File: config.mk
export PLATFORM = sky130hd
export DESIGN_NAME = rtc_write_sequencer
export DESIGN_NICKNAME = d
export VERILOG_FILES = /design/src/rtl/rtc_write_sequencer.sv
export SDC_FILE = /design/constraint.sdc
export NUM_CORES = 1
export LEC_CHECK = 0
export ABC_AREA = 1
export CORE_MARGIN = 1
export CORE_UTILIZATION = 55
export DETAILED_ROUTE_END_ITERATION = 7
export PLACE_DENSITY = 0.81
export SYNTH_ARGS = -nofsm -noshare
export SYNTH_HDL_FRONTEND = slang
export SYNTH_SLANG_ARGS = --single-unit
export TNS_END_PERCENT = 30
File: constraint.sdc
create_clock -name clk -period 4.4 [get_ports clk]
set_input_delay 0.66 -clock clk [delete_from_list [all_inputs] [get_ports clk]]
set_output_delay 0.66 -clock clk [all_outputs]
set_load 0.05 [all_outputs]
File: src/rtl/rtc_write_sequencer.sv
// Writes a snapshot of the edited time/date to the external RTC over its muxed A/D bus.
// Sequence: six BCD register writes, then a commit command. Busy/done are reported to the top level.
module rtc_write_sequencer #(
  parameter int unsigned PHASE_CYCLES = 4,
  parameter logic [7:0]  ADDR_SEC     = 8'h21,
  parameter logic [7:0]  ADDR_MIN     = 8'h22,
  parameter logic [7:0]  ADDR_HOUR    = 8'h23,
  parameter logic [7:0]  ADDR_DAY     = 8'h24,
  parameter logic [7:0]  ADDR_MON     = 8'h25,
  parameter logic [7:0]  ADDR_YEAR    = 8'h26,
  parameter logic [7:0]  COMMIT_ADDR  = 8'hF1
) (
  input  logic       clk,
  input  logic       reset,
  input  logic       start,
  input  logic [5:0] seconds,
  input  logic [5:0] minutes,
  input  logic [4:0] hours,
  input  logic [4:0] day,
  input  logic [3:0] month,
  input  logic [6:0] year,
  output logic [7:0] ad_out,
  output logic       ad_oe,
  output logic       a_d,
  output logic       cs_n,
  output logic       wr_n,
  output logic       rd_n,
  output logic       busy,
  output logic       done
);

  localparam logic [7:0] PhaseLoad = 8'(PHASE_CYCLES - 1);
  localparam logic [2:0] LastIndex = 3'd6;

  typedef enum logic [2:0] {
    StIdle, StAddr, StGap1, StData, StGap2, StNext, StDone
  } state_e;

  state_e      state_q, state_d;
  logic [7:0]  phase_q, phase_d;
  logic [2:0]  index_q, index_d;
  logic        capture;
  logic [5:0]  sec_q, min_q;
  logic [4:0]  hour_q, day_q;
  logic [3:0]  mon_q;
  logic [6:0]  year_q;
  logic [7:0]  cur_addr, cur_data;

  function automatic logic [7:0] to_bcd(input logic [6:0] v);
    logic [6:0] tens;
    tens = v / 7'd10;
    return {tens[3:0], 4'(v - tens * 7'd10)};
  endfunction

  // Values are saturated at capture so the BCD path only ever sees legal counts.
  always_ff @(posedge clk) begin
    if (!reset) begin
      state_q <= StIdle;
      phase_q <= 8'd0;
      index_q <= 3'd0;
      sec_q   <= 6'd0;
      min_q   <= 6'd0;
      hour_q  <= 5'd0;
      day_q   <= 5'd0;
      mon_q   <= 4'd0;
      year_q  <= 7'd0;
    end else begin
      state_q <= state_d;
      phase_q <= phase_d;
      index_q <= index_d;
      if (capture) begin
        sec_q  <= (seconds > 6'd59) ? 6'd59 : seconds;
        min_q  <= (minutes > 6'd59) ? 6'd59 : minutes;
        hour_q <= (hours > 5'd23) ? 5'd23 : hours;
        day_q  <= day;
        mon_q  <= (month > 4'd12) ? 4'd12 : month;
        year_q <= (year > 7'd99) ? 7'd99 : year;
      end
    end
  end

  always_comb begin
    cur_addr = COMMIT_ADDR;
    cur_data = 8'h00;
    case (index_q)
      3'd0: begin cur_addr = ADDR_SEC;  cur_data = to_bcd({1'b0, sec_q}); end
      3'd1: begin cur_addr = ADDR_MIN;  cur_data = to_bcd({1'b0, min_q}); end
      3'd2: begin cur_addr = ADDR_HOUR; cur_data = to_bcd({2'b0, hour_q}); end
      3'd3: begin cur_addr = ADDR_DAY;  cur_data = to_bcd({2'b0, day_q}); end
      3'd4: begin cur_addr = ADDR_MON;  cur_data = to_bcd({3'b0, mon_q}); end
      3'd5: begin cur_addr = ADDR_YEAR; cur_data = to_bcd(year_q); end
      default: ;
    endcase
  end

  always_comb begin
    state_d = state_q;
    phase_d = phase_q;
    index_d = index_q;
    capture = 1'b0;
    unique case (state_q)
      StIdle: begin
        if (start) begin
          state_d = StAddr;
          index_d = 3'd0;
          capture = 1'b1;
        end
      end
      StAddr: if (phase_q == 8'd0) state_d = StGap1; else phase_d = phase_q - 8'd1;
      StGap1: if (phase_q == 8'd0) state_d = StData; else phase_d = phase_q - 8'd1;
      StData: if (phase_q == 8'd0) state_d = StGap2; else phase_d = phase_q - 8'd1;
      StGap2: if (phase_q == 8'd0) state_d = StNext; else phase_d = phase_q - 8'd1;
      StNext: begin
        if (index_q == LastIndex) begin
          state_d = StDone;
        end else begin
          state_d = StAddr;
          index_d = index_q + 3'd1;
        end
      end
      StDone: state_d = StIdle;
      default: state_d = StIdle;
    endcase
    // Every state entry restarts the phase timer.
    if (state_d != state_q) phase_d = PhaseLoad;
  end

  always_comb begin
    ad_out = 8'h00;
    ad_oe  = 1'b0;
    a_d    = 1'b1;
    cs_n   = 1'b1;
    wr_n   = 1'b1;
    busy   = 1'b1;
    done   = 1'b0;
    unique case (state_q)
      StIdle: busy = 1'b0;
      StAddr: begin
        a_d    = 1'b0;
        ad_oe  = 1'b1;
        ad_out = cur_addr;
        cs_n   = 1'b0;
        wr_n   = 1'b0;
      end
      StGap1: begin
        a_d    = 1'b0;
        ad_oe  = 1'b1;
        ad_out = cur_addr;
      end
      StData: begin
        ad_oe  = 1'b1;
        ad_out = cur_data;
        cs_n   = 1'b0;
        wr_n   = 1'b0;
      end
      StGap2: begin
        ad_oe  = 1'b1;
        ad_out = cur_data;
      end
      StNext: ad_out = cur_data;
      StDone: begin
        busy = 1'b0;
        done = 1'b1;
      end
      default: busy = 1'b0;
    endcase
  end

  assign rd_n = 1'b1;

endmodule

==> results_dict.tcl, run 1 <==
set metrics [dict create \
    outcome "completed" \
    grt_pass1_vias 3164 \
    portBuffers 49 \
    cell_internal_pwr_mw 1.42 \
    p_leak_nw 1.99 \
    synth_area_sq_mm 0.00352 \
    grt_overflow 0 \
    synth.area.top_cells "dfxtp_1 (27%), nand2_1 (8.9%), ha_1 (8.9%)" \
    clk_path_buf_depth 2 \
    mostFrequentLayoutCell "nand2_1" \
    coreArea_sq_mm 0.00606 \
    antenna_cells 0 \
    fin_crit_sh_pct 97.2 \
    critical_path_class "flip-flop to primary output" \
    place_ws_ns 0.0657 \
    dieArea_sq_mm 0.00673 \
    clockPowerShare_pct 11.9 \
    hold_path.class "flip-flop to flip-flop" \
    cts.sinks 47 \
    ys_warn_count 0 \
    worstPathRequired_ns 3.74 \
    grt_max_degree 55 \
    root_buffer "clkbuf_8" \
    relSlewSlack_pct 47.1 \
    final_core_util_pct 73.2 \
    vdd_drop_max_mv 0.348 \
    p_total_mw 2.72 \
    clkTransAtPathRegs_ns 0.09 \
    cts_tree "yes" \
    async_flop_share_pct 0 \
    switching_share_pct 47.9 \
    ys_ff_latch 47 \
    dp_hpwl_um 6320 \
    setup_violations 0 \
    setup_slack_ns 0.124 \
    r2r_setup_slack_ns 2.44 \
    num_rows 28 \
    synth_top_area_share_pct 26.7 \
    p_switching_mw 1.30 \
    syn_to_final_growth_pct 25.9 \
    cp.arrival_ns 3.62 \
    syn_area_per_cell_sq_um 7.01 \
    track_usage_pct 26.7 \
    synth_largest_area_cell "dfxtp_1" \
    tightest_slew_ns 0.792 \
    drcViolationCount 0 \
    final_hold_viol_count 0 \
    io_pins 51 \
    h-tree-depth 2 \
    die_y_um 82.1 \
    p_per_area_mw_per_mm2 612 \
    rsz0062_at_grt "yes" \
    drtIter0Drc 241 \
    ys_seq_area_share_pct 26.7 \
    pwr-share-comb_pct 64.8 \
    use_met1_pct 32.9 \
    dr.pass1.iters 5 \
    initial_core_util_pct 58.2 \
    crit_path_start_kind "flip-flop" \
    synth_edf_count 0 \
    hold_buffers 0 \
    finalSetupTns_ns 0 \
    drive_gt1_share_pct 15.4 \
    drv_slew 0 \
    cap_viol_max_count 0 \
    numCtsBuffers 5 \
    use_met3_pct 4.44 \
    top_usage_layer "met2" \
    skew_ns 0.00607 \
    most-common-layout-cells "nand2_1 (80), inv_1 (74), clkdlybuf4s50_1 (46), dfxtp_1 (45), nor2_1 (43)" \
    antenna_found_initial 0 \
    die_x_um 82.1 \
    clk_latency_ns 0.30 \
    place.gp.congestion 0.927 \
    use_met2_pct 45.5 \
    vias_per_cell 5.56 \
    grt_pass1_wl_um 13900 \
    end_kind "primary output" \
    critPathMaxFanout 5 \
    nFillCells 503 \
    synth_cells 503 \
    ys.flop_type "dfxtp_1" \
    synth.net_count 569 \
    totalWireLength_um 8760 \
    ant_nets 0 \
    synth.distinct_cells 44 \
    fmax_mhz 234 \
    nets 630 \
    min_period_ns 4.28 \
    vias 3559 \
    wl_per_cell_um 13.7 \
    seqPwrFrac_pct 23.3 \
]
==> repair_timing <==
action,CTS,global route
pin swaps,7,15
gates resized for setup,10,20
setup buffers,6,8
setup endpoints to repair,2,2
hold endpoints to repair,0,0
==> worst max-delay path, cell delays in order, from the launching register on <==
cell and delay [ns]:
dfxtp_2 0.36, inv_4 0.05, ha_4 0.16, o21ai_4 0.24, nand2_2 0.11, nand3_4 0.10
nand2_4 0.09, nand2_4 0.09, nand2_2 0.06, nand3_2 0.08, nand2_2 0.07, nand2_2 0.07
inv_2 0.05, ha_4 0.26, nand2_2 0.04, nand3_2 0.07, nand2_2 0.07, ha_4 0.16
inv_2 0.05, fa_1 0.40, nand2_1 0.08, o21ai_2 0.06, a221oi_2 0.16, nand3_1 0.10
nand2_1 0.09, o21ai_2 0.07, buf_6 0.16
==> registers in the layout, indices dropped and copies added (netlist names) <==
| name | cells |
|---|---|
| min_q | 6 |
| phase_q | 8 |
| state_q | 3 |
| sec_q | 6 |
| hour_q | 5 |
| year_q | 7 |
| day_q | 5 |
| index_q | 3 |
| mon_q | 4 |
==> area by class of cell <==
cell class / count / area (sq um) / area share [%]
Multi-Input combinational cell: 361 / 2320 / 52.2
Sequential cell: 47 / 946 / 21.3
Timing Repair Buffer: 66 / 652 / 14.7
Inverter: 83 / 318 / 7.16
Tap cell: 75 / 93.8 / 2.11
Clock buffer: 5 / 68.8 / 1.55
Clock inverter: 3 / 43.8 / 0.986
==> synth_stat cells, types with 3 or more instances <==
master and count:
nand2_1 84, inv_1 78, dfxtp_1 47, nor2_1 43, o21ai_0 41, nand3_1 36
a21oi_1 29, ha_1 25, nor3_1 11, xor2_1 11, clkbuf_1 10, nand2_2 10
a211oi_1 7, a221oi_1 6, o22ai_1 6, fa_1 5, inv_2 5, nand3_2 5
nor2_2 4, o21ai_2 4, nand2_4 3, xnor2_1 3
==> logic make-up (layout without fill, tap and decap cells) <==
kind of cell	after synthesis	count (layout)	share of synthesized area, %
other	1	1	0.106
xor gates and xnor gates	14	14	3.48
buffers and inverters	95	157	10.3
DFF	47	47	26.7
adders and majority gates	30	30	11.7
muxes	1	1	0.639
and+or+nand+nor	207	207	28.5
AOI/OAI and AO/OA	108	108	18.5
==> layer usage <==
layer,part of all wire (%),up-vias
met2,49,118
met3,4.5,18
met1,45,1647
met4,2.2,0
met5,0,-
li1,-,1776
==> worst paths after layout <==
check                           startpoint    endpoint  cells after the start
worst max-delay path             year_q[5]   ad_out[2]                     26
worst min-delay path              sec_q[4]    sec_q[4]                      2
worst max register to register  index_q[0]  phase_q[6]                     11
worst min register to register    sec_q[4]    sec_q[4]                      2
==> power by group through the flow <==
stage	clock [mW]	sequential [mW]	combinational, mW
after floorplan	0	0.611	1.18
after global placement	0	0.630	1.46
after detailed placement	0	0.635	1.52
after CTS	0.331	0.625	1.59
after global routing	0.346	0.648	1.95
final	0.323	0.634	1.76
==> metrics by stage <==
| stage | hold WS [ns] | instance area, sq um | instances |
|---|---|---|---|
| 6_report | 0.488 | 4440 | 640 |
| 5_1_grt | 0.507 | 4440 | 640 |
| 4_1_cts | 0.480 | 4270 | 632 |
| 3_5_place_dp | 0.466 | 4080 | 618 |
| 3_3_place_gp | 0.460 | 4080 | 618 |
| 2_1_floorplan | 0.444 | 3520 | 503 |
No activity file was read; power rests on OpenSTA's default activity.
==> inputs of run 2 (changes only) <==
- CORE_ASPECT_RATIO: default -> 0.7
- PLACE_DENSITY: 0.81 -> default
- PLACE_DENSITY_LB_ADDON: default -> 0.3
==> run 2 against run 1 <==
Net effect: the flow now finishes with violations (design-rule violations); flip-flop and latch count did not move; non-clock buffer count is 1 lower; routed wire length up 6.8%; count of clock-buffer cells in the layout is the same; critical endpoint unchanged; highest routed layer unchanged.
==> results_dict.tcl, run 2 (same netlist as run 1, synthesis figures left out) <==
set metrics [dict create \
    syn_to_final_growth_pct 25.9 \
    cp_common_cell "nand2_2" \
    largestRegisters "phase_q: 8 flops, year_q: 7 flops" \
    crit_start "year_q[5]" \
    p_leak_nw 1.99 \
    failed_checks "design-rule violations" \
    grt_pass1_wl_um 14700 \
    seqPwrFrac_pct 22.6 \
    root_buffer "clkbuf_8" \
    cts.sinks 47 \
    dr.pass1.iters 8 \
    outcome "finished, violations left" \
    portBuffers 49 \
    drtIter0Drc 273 \
    final_hold_viol_count 0 \
    dieArea_sq_mm 0.00674 \
    vias_per_cell 5.62 \
    setup_violations 0 \
    largest_register "phase_q" \
    min_period_ns 4.36 \
    finalInstanceArea_sq_mm 0.00444 \
    switching_share_pct 47.9 \
    cell_internal_pwr_mw 1.46 \
    final_cells 639 \
    vdd_drop_max_mv 0.291 \
    grt_overflow 0 \
    cpLargestDelayFamily "simple AND/OR/NAND/NOR gates" \
    cts_tree "yes" \
    crit_path_max_incr_delay_ns 0.40 \
    fin_crit_sh_pct 99.0 \
    relSlewSlack_pct 47.2 \
    totalWireLength_um 9350 \
    wl_per_cell_um 14.6 \
    mostFrequentLayoutCell "nand2_1" \
    p_switching_mw 1.34 \
    fmax_mhz 230 \
    r2r_setup_slack_ns 2.43 \
    coreArea_sq_mm 0.00596 \
    largest_register_ffs 8 \
    cp.arrival_ns 3.70 \
    cp_num_buf_inv 4 \
    final_core_util_pct 74.5 \
    dp_hpwl_um 6700 \
    clk_latency_ns 0.31 \
    worstPathRequired_ns 3.74 \
    clkTransAtPathRegs_ns 0.09 \
    place.gp.congestion 0.958 \
    end_kind "primary output" \
    min_from "sec_q[4]" \
    hold_path.class "flip-flop to flip-flop" \
    placed_cells 619 \
    numCtsBuffers 5 \
    initial_core_util_pct 59.2 \
    drive_gt1_share_pct 15.4 \
    grt_max_degree 55 \
    track_usage_pct 27.7 \
    nets 629 \
    crit_path_top_delay_cell "fa_1" \
    pwr-share-comb_pct 63.6 \
    cap_viol_max_count 0 \
    antenna_cells 0 \
    clk_path_buf_depth 2 \
    rr_startpoint "index_q[0]" \
    ant_nets 0 \
    die_y_um 69.0 \
    antenna_found_initial 0 \
    crit_path_start_kind "flip-flop" \
    h-tree-depth 2 \
    drcViolationCount 6 \
    tightest_slew_ns 0.791 \
    die_x_um 97.7 \
    io_pins 51 \
    skew_ns 0.00441 \
    critical_path_class "flip-flop to primary output" \
    post_dp_cell_area_sq_mm 0.00409 \
    num_rows 23 \
    drv_slew 0 \
    critPathMaxFanout 5 \
    hold_buffers 0 \
    grt_pass1_vias 3240 \
    vias 3594 \
    p_per_area_mw_per_mm2 631 \
    rsz0062_at_grt "yes" \
    clockPowerShare_pct 13.8 \
    most-common-layout-cells "nand2_1 (76), inv_1 (75), clkdlybuf4s50_1 (46), dfxtp_1 (45), nor2_1 (43)" \
]
==> run 2: stage by stage <==
stage | total power, mW | setup TNS (ns) | hold slack [ns] | worst slack [ns]
2_1_floorplan | 1.79 | 0 | 0.444 | 0.138
3_3_place_gp | 2.11 | 0 | 0.462 | 0.212
3_5_place_dp | 2.17 | 0 | 0.461 | 0.0292
4_1_cts | 2.63 | 0 | 0.475 | 0.0171
5_1_grt | 3.01 | -0.337 | 0.509 | -0.176
6_report | 2.80 | 0 | 0.475 | 0.0431
==> run 2: layout make-up <==
| type | instances | area [sq um] |
|---|---|---|
| fill | 452 | 1520 |
| clock inverter | 3 | 67.6 |
| sequential | 47 | 946 |
| inverter | 83 | 314 |
| tap | 75 | 93.8 |
| multi-input combinational | 361 | 2330 |
| timing repair buffer | 65 | 619 |
| clock buffer | 5 | 68.8 |
==> run 2: final timing paths <==
| path | to | cells after the start |
|---|---|---|
| setup / recovery | ad_out[2] | 26 |
| hold / removal | sec_q[4] | 2 |
| setup reg to reg | phase_q[2] | 12 |
| hold reg to reg | sec_q[4] | 2 |
==> run 2: power by group through the flow <==
stage / clock (mW) / combinational (mW) / sequential, mW
finish: 0.385 / 1.78 / 0.633
global route: 0.409 / 1.96 / 0.645
CTS: 0.389 / 1.61 / 0.626
detailed placement: 0 / 1.54 / 0.635
global placement: 0 / 1.48 / 0.629
floorplan: 0 / 1.18 / 0.611
==> run 2: routing by layer <==
layer	wire, um	global-route usage [%]	vias to the layer above	share of wire, %
met5	0	0	-	0
met3	738	5.24	31	7.9
met2	4280	47.9	161	46
met4	260	10.0	0	2.8
li1	-	-	1764	-
met1	4070	35.3	1638	44
==> run 2: repair_timing <==
action | CTS | global route
pin swaps | 6 | 17
endpoints found under the setup margin | 2 | 2
gates resized for setup | 10 | 23
setup buffers | 6 | 6
==> run 2: worst reg2reg max path, delay by kind of cell (launching register included) <==
| kind | cells | cell delay [ns] |
|---|---|---|
| flops | 1 | 0.36 |
| fa+ha+maj | 1 | 0.19 |
| simple gates | 9 | 1.18 |
| buf+inv | 2 | 0.17 |
==> inputs of run 3 (changes only) <==
- CORE_UTILIZATION: 55 -> 45
- CTS_CLUSTER_DIAMETER: default -> 30
- SETUP_SLACK_MARGIN: default -> 0.3
==> run 3 against run 2 <==
Net effect: the run now ends clean; combinational power is 3% higher; count of clock-buffer cells in the layout rose by 1; cell count rose by 4.5%; register-to-register slack about the same; routed wire length is 1.3% higher; cell area rose by 0.87%; critical endpoint unchanged; largest power group unchanged.
==> results_dict.tcl, run 3 (same netlist as run 1, synthesis figures left out) <==
set metrics [dict create \
    crit_path_top_delay_cell "fa_1" \
    final_hold_viol_count 0 \
    io_pins 51 \
    relSlewSlack_pct 51.5 \
    largest_register_ffs 8 \
    min_period_ns 4.39 \
    critical_path_class "flip-flop to primary output" \
    cp.arrival_ns 3.73 \
    rr_startpoint "index_q[0]" \
    ant_nets 0 \
    p_leak_nw 2.01 \
    rsz0062_at_grt "yes" \
    syn_to_final_growth_pct 27.0 \
    pwr-share-comb_pct 66.9 \
    clockPowerShare_pct 10.0 \
    vias_per_cell 5.33 \
    setup_slack_ns 0.0132 \
    coreArea_sq_mm 0.00745 \
    min_from "sec_q[0]" \
    hold_path.class "flip-flop to flip-flop" \
    nets 635 \
    dieArea_sq_mm 0.00820 \
    dp_hpwl_um 6810 \
    worstHoldPathCells 2 \
    clk_latency_ns 0.31 \
    setup_violations 0 \
    antenna_cells 0 \
    die_x_um 108 \
    end_kind "primary output" \
    portBuffers 49 \
    dr.pass1.iters 7 \
    die_y_um 76.0 \
    place_ws_ns 0.0696 \
    cts.sinks 47 \
    seqPwrFrac_pct 23.1 \
    p_switching_mw 1.35 \
    cell_internal_pwr_mw 1.39 \
    hold_end "sec_q[0]" \
    p_total_mw 2.74 \
    fmax_mhz 228 \
    drv_slew 0 \
    worstPathRequired_ns 3.74 \
    vdd_drop_max_mv 0.335 \
    tightest_slew_ns 0.726 \
    crit_path_max_incr_delay_ns 0.40 \
    crit_path_start_kind "flip-flop" \
    drcViolationCount 0 \
    placed_cells 643 \
    antenna_found_initial 0 \
    wl_per_cell_um 14.2 \
    h-tree-depth 2 \
    num_rows 26 \
    mostFrequentLayoutCell "nand2_1" \
    initial_core_util_pct 47.3 \
    hold_slack_ns 0.488 \
    r2r_setup_slack_ns 2.44 \
    cap_viol_max_count 0 \
    clkTransAtPathRegs_ns 0.09 \
    most-common-layout-cells "nand2_1 (78), inv_1 (73), clkdlybuf4s50_1 (45), nor2_1 (43), dfxtp_1 (43)" \
    vias 3559 \
    rr_worst_depth 11 \
    largestRegisters "phase_q: 8 flops, year_q: 7 flops" \
    totalWireLength_um 9480 \
    r2r_end "phase_q[3]" \
    critPathMaxFanout 5 \
    track_usage_pct 23.1 \
    grt_max_degree 55 \
    switching_share_pct 49.2 \
    cp_common_cell "nand2_2" \
    finalSetupTns_ns 0 \
    cts_tree "yes" \
    outcome "completed" \
    clk_path_buf_depth 2 \
    grt_pass1_vias 3258 \
    root_buffer "clkbuf_8" \
    nFillCells 669 \
    largest_register "phase_q" \
    fin_crit_sh_pct 99.7 \
    grt_pass1_wl_um 15000 \
    drive_gt1_share_pct 17.0 \
    p_per_area_mw_per_mm2 612 \
    place.gp.congestion 0.928 \
    numCtsBuffers 5 \
    grt_overflow 0 \
    skew_ns 0.00376 \
    final_cells 668 \
    drtIter0Drc 243 \
]
[run 3: cell types whose count changed in the layout (fill, tap and decap cells not counted), sizes merged]
cell / change
buf: +6
bufinv: -2
clkbuf: +1
clkdlybuf4s50: -1
dlymetal6s2s: +1
inv: +1
[run 3: layout make-up]
| cell class | count | area [sq um] | share of cell area, % |
|---|---|---|---|
| multi-input cells | 361 | 2320 | 51.9 |
| flip-flops and latches | 47 | 948 | 21.2 |
| repair buffers | 71 | 679 | 15.2 |
| inverters | 83 | 314 | 7.02 |
| well taps | 98 | 123 | 2.74 |
| clock buffers | 6 | 72.6 | 1.62 |
| clock inverters | 2 | 16.3 | 0.363 |
[run 3: layer usage]
layer / part of all wire [%] / track usage, % / vias up
li1: - / - / 1782
met1: 47 / 32.4 / 1620
met2: 43 / 35.6 / 128
met3: 7.1 / 4.45 / 29
met4: 2.7 / 6.99 / 0
met5: 0 / 0 / -
[run 3: timing repair]
action                                  in CTS  in global routing
pin swaps                                   13                 11
endpoints found under the hold margin        0                  0
hold buffers                                 0                  0
buffers inserted                            11                  6
endpoints found under the setup margin       4                  3
resized for setup                           18                 19
[run 3: per-stage QoR]
step,instance area [sq um],utilization [%]
after global routing,4480,60.1
after global placement,4130,55.4
after floorplan,3520,-
after CTS,4380,58.8
after detailed placement,4130,55.4
final,4480,60.1
[run 3: worst max-delay path, delay by kind of cell, from the launching register on]
kind	cells	cell delay [ns]
AND/OR/NAND/NOR	14	1.21
adder cells (fa/ha/maj)	4	0.98
AO/OA/AOI/OAI	4	0.57
flip-flops	1	0.36
buffers and inverters	4	0.30
[run 3: how the worst max path moves through the flow]
stage / from / to / cells after the start
after global routing: year_q[5] / ad_out[2] / 26
after floorplan: year_q[5] / ad_out[2] / 26
final: year_q[5] / ad_out[2] / 26
after detailed placement: year_q[5] / ad_out[2] / 27
after global placement: year_q[5] / ad_out[2] / 27
after CTS: year_q[5] / ad_out[2] / 27
[run 3: power by group through the flow]
stage / Clock [mW] / Combinational [mW] / Sequential [mW]
floorplan: 0 / 1.18 / 0.611
global placement: 0 / 1.50 / 0.632
detailed placement: 0 / 1.55 / 0.636
CTS: 0.282 / 1.71 / 0.630
global route: 0.298 / 2.02 / 0.649
finish: 0.273 / 1.83 / 0.634
